`config.mk`:
```
export PLATFORM = sky130hd
export DESIGN_NAME = adc_result_fifo
export DESIGN_NICKNAME = d
export VERILOG_FILES = /design/src/rtl/adc_pkg.sv /design/src/rtl/adc_strobe_sync.sv /design/src/rtl/adc_result_fifo.sv
export SDC_FILE = /design/constraint.sdc
export NUM_CORES = 1
export LEC_CHECK = 0
export ABC_AREA = 1
export CORE_MARGIN = 4
export CORE_UTILIZATION = 51
export CTS_BUF_LIST = sky130_fd_sc_hd__clkbuf_8
export DETAILED_ROUTE_END_ITERATION = 8
export PLACE_DENSITY = 0.82
export SLEW_MARGIN = 25
export SYNTH_ARGS = -nofsm -noshare
export SYNTH_HDL_FRONTEND = slang
export SYNTH_SLANG_ARGS = --single-unit
```
`constraint.sdc`:
```
create_clock -name clk -period 4 [get_ports clk]
set_input_delay 0.6 -clock clk [delete_from_list [all_inputs] [get_ports clk]]
set_output_delay 0.6 -clock clk [all_outputs]
set_load 0.005 [all_outputs]
```
`src/rtl/adc_pkg.sv`:
```
// Shared ADC constants used by the oversampler, result FIFO and bus wrapper.
package adc_pkg;

    localparam int unsigned ADC_RESULT_W = 16;
    localparam int unsigned DROP_CNT_W   = 8;

endpackage

```
`src/rtl/adc_strobe_sync.sv`:
```
// Brings the asynchronous conversion-done strobe into clk and emits a one-cycle pulse per rising edge.
module adc_strobe_sync #(
    parameter int unsigned SYNC_STAGES = 2
) (
    input  logic clk,
    input  logic rst,
    input  logic strobe_in,
    output logic event_c
);

    logic [SYNC_STAGES-1:0] sync_q;
    logic                   prev_q;

    // All-ones reset: a strobe already high at reset release must not look like a rising edge.
    always_ff @(posedge clk) begin
        if (rst) begin
            sync_q <= '1;
            prev_q <= 1'b1;
        end else begin
            sync_q <= {sync_q[SYNC_STAGES-2:0], strobe_in};
            prev_q <= sync_q[SYNC_STAGES-1];
        end
    end

    assign event_c = sync_q[SYNC_STAGES-1] & ~prev_q;

endmodule

```
`src/rtl/adc_result_fifo.sv`:
```
// Captures oversampler results on the synchronized conversion strobe into a small FWFT FIFO
// with a valid/ready read port, sticky overflow, saturating drop counter and fill threshold.
module adc_result_fifo
    import adc_pkg::*;
#(
    parameter int unsigned DATA_W      = ADC_RESULT_W,
    parameter int unsigned DEPTH       = 8,
    parameter int unsigned SYNC_STAGES = 2,
    parameter int unsigned THRESH      = 4
) (
    input  logic                      clk,
    input  logic                      rst,
    input  logic                      en_in,
    input  logic                      clear_in,
    input  logic                      conv_done_in,
    input  logic [DATA_W-1:0]         data_in,
    output logic                      rd_valid_out,
    output logic [DATA_W-1:0]         rd_data_out,
    input  logic                      rd_ready_in,
    output logic [$clog2(DEPTH):0]    level_out,
    output logic                      overflow_out,
    output logic [DROP_CNT_W-1:0]     drop_cnt_out,
    output logic                      thresh_out
);

    localparam int unsigned PTR_W = $clog2(DEPTH);
    localparam int unsigned LVL_W = PTR_W + 1;

    logic [DATA_W-1:0]     mem [DEPTH];
    logic [PTR_W-1:0]      wr_ptr_q;
    logic [PTR_W-1:0]      rd_ptr_q;
    logic [LVL_W-1:0]      level_q;
    logic                  overflow_q;
    logic [DROP_CNT_W-1:0] drop_cnt_q;

    logic ev_c;
    logic empty_c;
    logic full_c;
    logic wr_req_c;
    logic pop_c;
    logic wr_ok_c;
    logic drop_c;

    adc_strobe_sync #(
        .SYNC_STAGES (SYNC_STAGES)
    ) u_sync (
        .clk       (clk),
        .rst       (rst),
        .strobe_in (conv_done_in),
        .event_c   (ev_c)
    );

    // Level register is the only source of full/empty; clear overrides both ports.
    assign empty_c  = (level_q == '0);
    assign full_c   = (level_q == LVL_W'(DEPTH));
    assign wr_req_c = ev_c & en_in & ~clear_in;
    assign pop_c    = ~empty_c & rd_ready_in & ~clear_in;
    assign wr_ok_c  = wr_req_c & (~full_c | pop_c);
    assign drop_c   = wr_req_c & full_c & ~pop_c;

    always_ff @(posedge clk) begin
        if (rst) begin
            wr_ptr_q   <= '0;
            rd_ptr_q   <= '0;
            level_q    <= '0;
            overflow_q <= 1'b0;
            drop_cnt_q <= '0;
        end else if (clear_in) begin
            wr_ptr_q   <= '0;
            rd_ptr_q   <= '0;
            level_q    <= '0;
            overflow_q <= 1'b0;
            drop_cnt_q <= '0;
        end else begin
            if (wr_ok_c) begin
                wr_ptr_q <= wr_ptr_q + PTR_W'(1);
            end
            if (pop_c) begin
                rd_ptr_q <= rd_ptr_q + PTR_W'(1);
            end
            case ({wr_ok_c, pop_c})
                2'b10:   level_q <= level_q + LVL_W'(1);
                2'b01:   level_q <= level_q - LVL_W'(1);
                default: level_q <= level_q;
            endcase
            if (drop_c) begin
                overflow_q <= 1'b1;
                if (drop_cnt_q != '1) begin
                    drop_cnt_q <= drop_cnt_q + DROP_CNT_W'(1);
                end
            end
        end
    end

    // Storage needs no reset; stale entries are unreachable once pointers and level clear.
    always_ff @(posedge clk) begin
        if (!rst && wr_ok_c) begin
            mem[wr_ptr_q] <= data_in;
        end
    end

    assign rd_valid_out = ~empty_c;
    assign rd_data_out  = empty_c ? '0 : mem[rd_ptr_q];
    assign level_out    = level_q;
    assign overflow_out = overflow_q;
    assign drop_cnt_out = drop_cnt_q;
    assign thresh_out   = (level_q >= LVL_W'(THRESH));

endmodule

```
[Word level (Yosys, flattened, before mapping)]
Memory sizes are Yosys's and may differ from the RTL's. A register that Yosys moved wholly into a read port is not among the register bits.
Cells that the tools add are included.
Word-level totals
  register bits after elaboration: 22
  RAM bits: 128
  input port bits: 22
  output and inout bits: 31
  word-level logic and storage cells: 44
  memories kept: 1
Memories
  mem: depth 8, bits a word 16, rd ports 1, clocked after Yosys merged registers in 1, wr ports 1, RTL line adc_result_fifo.sv:29  | logic [DATA_W-1:0] mem [DEPTH];
Operators by class
  add/sub/neg operators: 5
  magnitude comparators: 1
  equal/unequal tests: 4
  muxes and demuxes: 6
  bitwise logic cells: 14
  reduce and logical (&&, ||, !) cells: 6
Operators with widths (number)
  $mux W16: 1
  $add A8 B1 Y8 const B: 1
  $and A1 B1 Y1: 8
  $ne A8 B8 Y1 const B: 1
  $pmux W4 S2: 1
  $add A3 B1 Y3 const B: 2
  $mux W3: 2
  $not A1 Y1: 5
  $add A4 B1 Y4 const B: 1
  $eq A4 B4 Y1 const B: 1
  $ge A4 B3 Y1 const B: 1
  $logic_not A4 Y1: 1
  $sub A4 B1 Y4 const B: 1
  $eq A2 B1 Y1 const B: 1
  $eq A2 B2 Y1 const B: 1
  $mux W1: 2
  $reduce_and A2 Y1: 1
  $reduce_bool A2 Y1: 1
  $reduce_or A2 Y1: 1
  $logic_and A1 B1 Y1: 1
  $logic_not A1 Y1: 1
  $or A1 B1 Y1: 1

[Depth between registers and ports, before layout]
Gate-level depths: netlist (run 1).
  depth after elaboration: 9
  depth in mapped cells: 13
  depth with buffers taken out: 13

[Modules after synthesis]
From an unflattened synthesis (run 1), not the netlist that was laid out.
Second synthesis, totals
  cell total of the unflattened synthesis: 542
  area, all modules: 6281.0 um^2
Modules (own cells, without submodules)
  adc_result_fifo: instances 1, cells an instance 531, area each 6188.4 um^2, seq. area each 4284.1 um^2
  adc_strobe_sync: instances 1, cells an instance 11, area each 92.6 um^2, seq. area each 60.1 um^2

[Worst setup path after synthesis (run 1)]
No wires, ideal clock.
  path kind: input-to-reg
  start point: in rd_ready_in
  end point: mem mem[0][0] (netlist name) (enable)
  library setup time: 0.388 ns
  data arrival time: 2.045 ns
  data required time: 3.612 ns
  slack: 1.567 ns
  stages on the path: 7
  path buffers: 0
  cells stage by stage: inv_1 -> nor2_1 -> nand2_2 -> nand3_2 -> nand2_2 -> or2_4 -> nor2_1
On the way
  longest elaborated chain between the ends: 7
Ends and longest elaborated chain
  start, declared: RTL line adc_result_fifo.sv:19  | input logic rd_ready_in,
  $and A1 B1 Y1 (2 in series): RTL line adc_result_fifo.sv:57  | assign pop_c = ~empty_c & rd_ready_in & ~clear_in;
  $or A1 B1 Y1: RTL line adc_result_fifo.sv:58  | assign wr_ok_c = wr_req_c & (~full_c | pop_c);
  $and A1 B1 Y1: RTL line adc_result_fifo.sv:58
  $logic_and A1 B1 Y1: RTL line adc_result_fifo.sv:97  | if (!rst && wr_ok_c) begin
  $mux W1: RTL line adc_result_fifo.sv:97
  $mux W1 (implied by the code): RTL line adc_result_fifo.sv:98  | mem[wr_ptr_q] <= data_in;
  end, declared: RTL line adc_result_fifo.sv:29
No other way between the ends.

==> impl_results.md, run 1 <==
- Clock buffer depth: 2
- Share of cells above drive strength 1: 9.29%
- Starting Density: 52.1%
- Final setup violation count: 0
- I/O Buffers: 52
- ANT cells: 0
- Worst Hold Depth: 1
- Synth top area share: 61.7%
- Layout area overhead: 17.2%
- CP Cell Sequence: inv_2 > buf_4 > nor2_1 > o21ai_0 > o21ai_0 > nor2_1 > clkdlybuf4s50_1
- GRT Util Overall: 19.1%
- Num Clock Sinks: 153
- Unique cell type count in the Yosys netlist: 28
- Detailed Routing Iterations Pass 1: 5
- Initial drt markers: 419
- Total power: 2950 uW
- Reg2reg start: level_out[3]
- Clock skew: 0.0129 ns
- Die Ht: 119 um
- Yosys top cell by area: edfxtp_1
- GP Congestion: 0.800
- Post-Syn Instances: 555
- Mapped cell area: 6230 um2
- Final instance area: 7300 um2
- Gr ovfl total: 0
- Fin crit period: 3.37 ns
- CP Class: register to output port
- Worst-skew pair later-pin latency: 0.45 ns
- LEAKAGE: 0.00251 uW
- Most frequent cells in the layout: nor2_1, edfxtp_1, o21ai_0
- Yosys warns: 0
- CTS Hold Bufs: 0
- Vias in the first global route: 4185
- CORE AREA: 12000 um2
- RSZ-0062 raised after global routing: no
- Most common cell after layout, fill and taps aside: nor2_1
- Max-slew violations: 0
- Outcome: finished clean
- Reg2reg setup slack: 1.57 ns
- DP Area: 6900 um2
- Clock slew at reported path FFs: 0.08 ns
- Total negative slack: 0 ns
- Final hold violations: 0
- #FFs+latches synth: 153
- Tightest Pin Transition: 0.833 ns
- Die ar.: 14000 um2
- End of the worst hold path: u_sync.sync_q[1]
- Rows: 40
- Routed vias: 4340
- Max-slew headroom: 44.3%
- Hold Path Class: register to register
- Vias/cell: 5.63
- Largest net degree at the start of global routing: 65
- Worst r2r path cells: 9
- TritonCTS Buffers: 17
- Per-cell routed wire length: 17.3 um
- P_sw: 633 uW
- Crit path DAT: 2.77 ns
- Fmax: 297 MHz
- Power Density: 405 nW/um2
- Register area share after synthesis: 69.8%
- HPWL after DPL: 8.00 mm
- Crit. End Element: output port
- Maximum VDD drop: 196 uV
- Clock share of power: 39.5%
- Global-route wire length before repair: 20.9 mm
- Residual DRC count: 0
- P_int: 2320 uW
- Syn avg cell area: 11.2 um2
- Total Routed Length: 13.3 mm
- Max-Cap Viols: 0
- Sequential power share: 58.4%
- Post-cts sizing count: 0
- CP max stage delay: 0.55 ns
- Antenna viol nets, final: 0
- CTS root buf: clkbuf_8
- H-tree levels: 4
- Critical R2R Capture: mem[5][10]
- Top-Level Pins: 53
- WP data required: 3.40 ns
- Final Cycle Share: 84.3%
- Slowest CP cell: inv_2
- Hold Startpoint: u_sync.sync_q[0]
- Combinational fraction of design power: 2.1%
- Die Wd: 119 um
- CTS tree: done
- Top cells by area, synth: edfxtp_1, nor2_1, dfxtp_1
- Post-CTS Setup Repair Bufs: 0
- Fin nets: 637
- CP startpoint kind: register
- Filler Cell Count: 930
- Initial antenna violation count: 0
- Sw Share: 21.4%
- Critical path fanouts, max: 45
- Syn Nets: 581
==> kinds of logic after synthesis <==
family | synth area share, %
DFF | 69.8
buffers and inverters | 3.46
AOI/OAI and AO/OA | 10.8
and+or+nand+nor | 14.5
adders and majority gates | 0.804
xor gates and xnor gates | 0.703
==> cells in the mapped netlist <==
cell type	number
nor2_1	150
edfxtp_1	128
o21ai_0	83
nand2_1	37
dfxtp_1	25
inv_1	23
o32ai_1	16
a21oi_1	15
clkbuf_1	14
nand3_1	12
buf_2	10
nor3_1	7
o21ai_1	5
xor2_1	5
ha_1	4
nand2_2	3
or2_2	3
and3_1	2
nand3_2	2
nand4_1	2
nor2_2	2
a21oi_2	1
buf_1	1
buf_4	1
buf_6	1
inv_2	1
o21ai_2	1
or2_4	1
==> power by group through the flow <==
stage	sequential (uW)	combinational [uW]	clock [uW]
final	1720	61.6	1170
after global routing	1720	67.4	1260
after detailed placement	1760	61.6	0
after global placement	1760	59.0	0
after floorplan	1760	16.2	0
after CTS	1720	61.9	1190
==> routing by layer <==
layer	global-route usage, %	wire length (um)	vias up
met5	0	0	-
met4	5.43	125	0
met3	6.17	963	13
met2	31.6	6620	181
met1	24.3	5600	2078
li1	-	-	2068
==> critical path: cells and delay by family, from the launching register on <==
family | cells | cell delay (ns)
DFF | 1 | 0.33
buffers and inverters | 3 | 1.43
and+or+nand+nor | 2 | 0.22
AOI/OAI and AO/OA | 2 | 0.35
==> final cells by class <==
class / instances / area, um2 / area share (%)
inverter: 24 / 90.1 / 1.23
sequential: 153 / 4350 / 59.6
tap: 147 / 184 / 2.52
timing repair buffer: 64 / 611 / 8.37
multi-input combinational: 351 / 1670 / 22.9
clock buffer: 17 / 234 / 3.21
clock inverter: 15 / 165 / 2.26
==> sequential cells by signal, indices dropped and copies added, names as in the netlist, named ones only <==
register       flops
u_sync.sync_q      2
rd_ptr_q           3
level_out          4
u_sync.prev_q      1
overflow_out       1
wr_ptr_q           3
mem              128
drop_cnt_out       8
==> per-stage QoR <==
stage / setup slack (ns) / cells / utilization [%] / hold slack [ns]
after floorplan: 1.57 / 555 / - / 0.389
after detailed placement: 1.11 / 739 / 57.7 / 0.400
after global placement: 1.17 / 739 / 57.7 / 0.395
final: 0.628 / 771 / 61.0 / 0.416
after CTS: 0.605 / 771 / 61.0 / 0.419
after global routing: 0.339 / 771 / 61.0 / 0.447
==> how the worst max path moves through the flow <==
| stage | from | endpoint | depth (start not counted) |
|---|---|---|---|
| floorplan | rd_ready_in | mem[0][0] | 7 |
| global placement | register | rd_data_out[1] | 7 |
| detailed placement | register | rd_data_out[15] | 7 |
| CTS | register | rd_data_out[1] | 7 |
| global route | register | rd_data_out[1] | 7 |
| finish | register | rd_data_out[15] | 7 |
(Power assumes the default switching activity.)
==> run 2: changes to the inputs <==
clock period = 3.3 ns   (was 4 ns; I/O delays follow)
==> run 2 against run 1 <==
Utilization increased by 0.69 points. Via count decreased by 0.94%. Largest cell class unchanged. Critical path depth is the same. Hold slack gained 0.0021 ns.
==> impl_results.md, run 2 (synthesized netlist as in run 1, its figures left out) <==
- Outcome: finished clean
- Num Clock Sinks: 153 (unchanged)
- Final setup violation count: 0 (unchanged)
- Post-cts sizing count: 0 (unchanged)
- Antenna viol nets, final: 0 (unchanged)
- Rows: 40 (unchanged)
- Global-route wire length before repair: 20.9 mm (-0.13%)
- ANT cells: 0 (unchanged)
- Final Cycle Share: 89.4%
- Critical path fanouts, max: 36 (-20%)
- Fin nets: 639 (+0.31%)
- Number of flip-flops in the largest register: 128 (unchanged)
- Detailed Routing Iterations Pass 1: 7 (+2)
- Most frequent cells in the layout: nor2_1, edfxtp_1, o21ai_0
- GP Congestion: 0.859 (+7.3%)
- WP data required: 2.80 ns (-0.60 ns)
- RSZ-0062 raised after global routing: no
- Layout area overhead: 18.5%
- Post-CTS Setup Repair Bufs: 0 (unchanged)
- Die Ht: 119 um (unchanged)
- Hold Path Class: register to register
- Reg2reg setup slack: 0.94 ns (-0.63 ns)
- CP startpoint kind: register
- Initial drt markers: 489 (+17%)
- H-tree levels: 4 (unchanged)
- Most frequent CP cell: o21ai_0
- Slowest CP cell: dfxtp_4
- Die Wd: 119 um (unchanged)
- Top-Level Pins: 53 (unchanged)
- Worst-skew pair later-pin latency: 0.44 ns (about the same)
- HPWL after DPL: 8.07 mm (+0.85%)
- Total negative slack: 0 ns (unchanged)
- Hold_ws: 0.418 ns (+0.00206 ns)
- CTS Hold Bufs: 0 (unchanged)
- Fmax: 339 MHz
- Share of cells above drive strength 1: 9.58% (+0.29 points)
- Final hold violations: 0 (unchanged)
- Clock skew: 0.00920 ns (-0.00373 ns)
- Per-cell routed wire length: 16.8 um (-2.8%)
- Most flop-heavy register: mem
- Reg2reg start: level_out[2]
- Fin util: 61.7% (+0.69 points)
- CTS tree: done
- CP max stage delay: 0.52 ns (-0.03 ns)
- Total power: 3670 uW (+24%)
- Residual DRC count: 0 (unchanged)
- Largest net degree at the start of global routing: 65 (unchanged)
- Critical R2R Capture: mem[4][0]
- Die ar.: 14000 um2 (unchanged)
- CTS root buf: clkbuf_8
- Total Routed Length: 13.0 mm (-2.5%)
- Max-Cap Viols: 0 (unchanged)
- Max-slew headroom: 47.8% (+3.5 points)
- I/O Buffers: 52 (unchanged)
- Clock slew at reported path FFs: 0.08 ns (about the same)
- Routed vias: 4299 (-0.94%)
- Starting Density: 52.1% (unchanged)
- Crit. End Element: output port
- Cells after DPL: 741 (+0.27%)
- Crit path DAT: 2.46 ns (-0.31 ns)
- Initial antenna violation count: 0 (unchanged)
- Vias in the first global route: 4317 (+3.2%)
- Fin cells: 773 (+0.26%)
- Clock buffer depth: 2 (unchanged)
- TritonCTS Buffers: 17 (unchanged)
- Fin crit period: 2.95 ns
- LEAKAGE: 0.00255 uW (+1.6%)
- Maximum VDD drop: 287 uV (+46%)
- Worst r2r path cells: 8 (-1)
- CP endpoint: rd_data_out[11]
- CORE AREA: 12000 um2 (unchanged)
- Power Density: 498 nW/um2 (+23%)
- Gr ovfl total: 0 (unchanged)
- Max-slew violations: 0 (unchanged)
- Tightest Pin Transition: 0.780 ns (-0.0526 ns)
- CP Class: register to output port
- Vias/cell: 5.56 (-1.2%)
- Most common cell after layout, fill and taps aside: nor2_1
- CP Cell Sequence: inv_4 > buf_12 > o21ai_0 > o21ai_0 > o21ai_0 > nor2_1 > clkdlybuf4s50_1
- GRT Util Overall: 18.9% (-0.18 points)
[run 2: how the worst min path moves through the flow]
stage,from,to,slack (ns),cells after the start
finish,u_sync.sync_q[0],u_sync.sync_q[1],0.42,1
global route,u_sync.sync_q[0],u_sync.sync_q[1],0.44,1
CTS,u_sync.sync_q[0],u_sync.sync_q[1],0.43,1
detailed placement,u_sync.sync_q[0],u_sync.sync_q[1],0.41,1
global placement,u_sync.sync_q[0],u_sync.sync_q[1],0.40,1
floorplan,u_sync.sync_q[0],u_sync.sync_q[1],0.39,1
[run 2: per-layer routing]
metal | vias to the layer above | wire length, um | track usage [%]
met5 | - | 0 | 0
met4 | 0 | 112 | 6.30
met3 | 14 | 956 | 5.50
met2 | 167 | 6580 | 32.2
li1 | 2066 | - | -
met1 | 2052 | 5330 | 23.2
[run 2: where the power goes]
part           total, uW  internal, uW  switching (uW)
clock network       1510           827             680
registers           2090          2090            1.51
logic               74.8          33.2            41.6
[run 2: layout make-up]
type	count	area [um2]
clock inverters	15	199
repair buffers	66	654
multi-input cells	351	1670
inverters	24	92.6
clock buffers	17	234
flip-flops and latches	153	4350
well taps	147	184
fillers	901	4580
[run 2: through the flow]
stage | setup slack, ns | instance area [um2]
6_report | 0.350 | 7380
5_1_grt | 0.130 | 7380
4_1_cts | 0.0389 | 7370
3_5_place_dp | 0.542 | 6940
3_3_place_gp | 0.635 | 6940
2_1_floorplan | 0.972 | 6230
[run 2: critical path: cells and delay by family (launching register included)]
kind | cells | cell delay [ns]
AOI/OAI and AO/OA | 3 | 0.55
buffers and inverters | 3 | 0.86
DFF | 1 | 0.52
and+or+nand+nor | 1 | 0.09
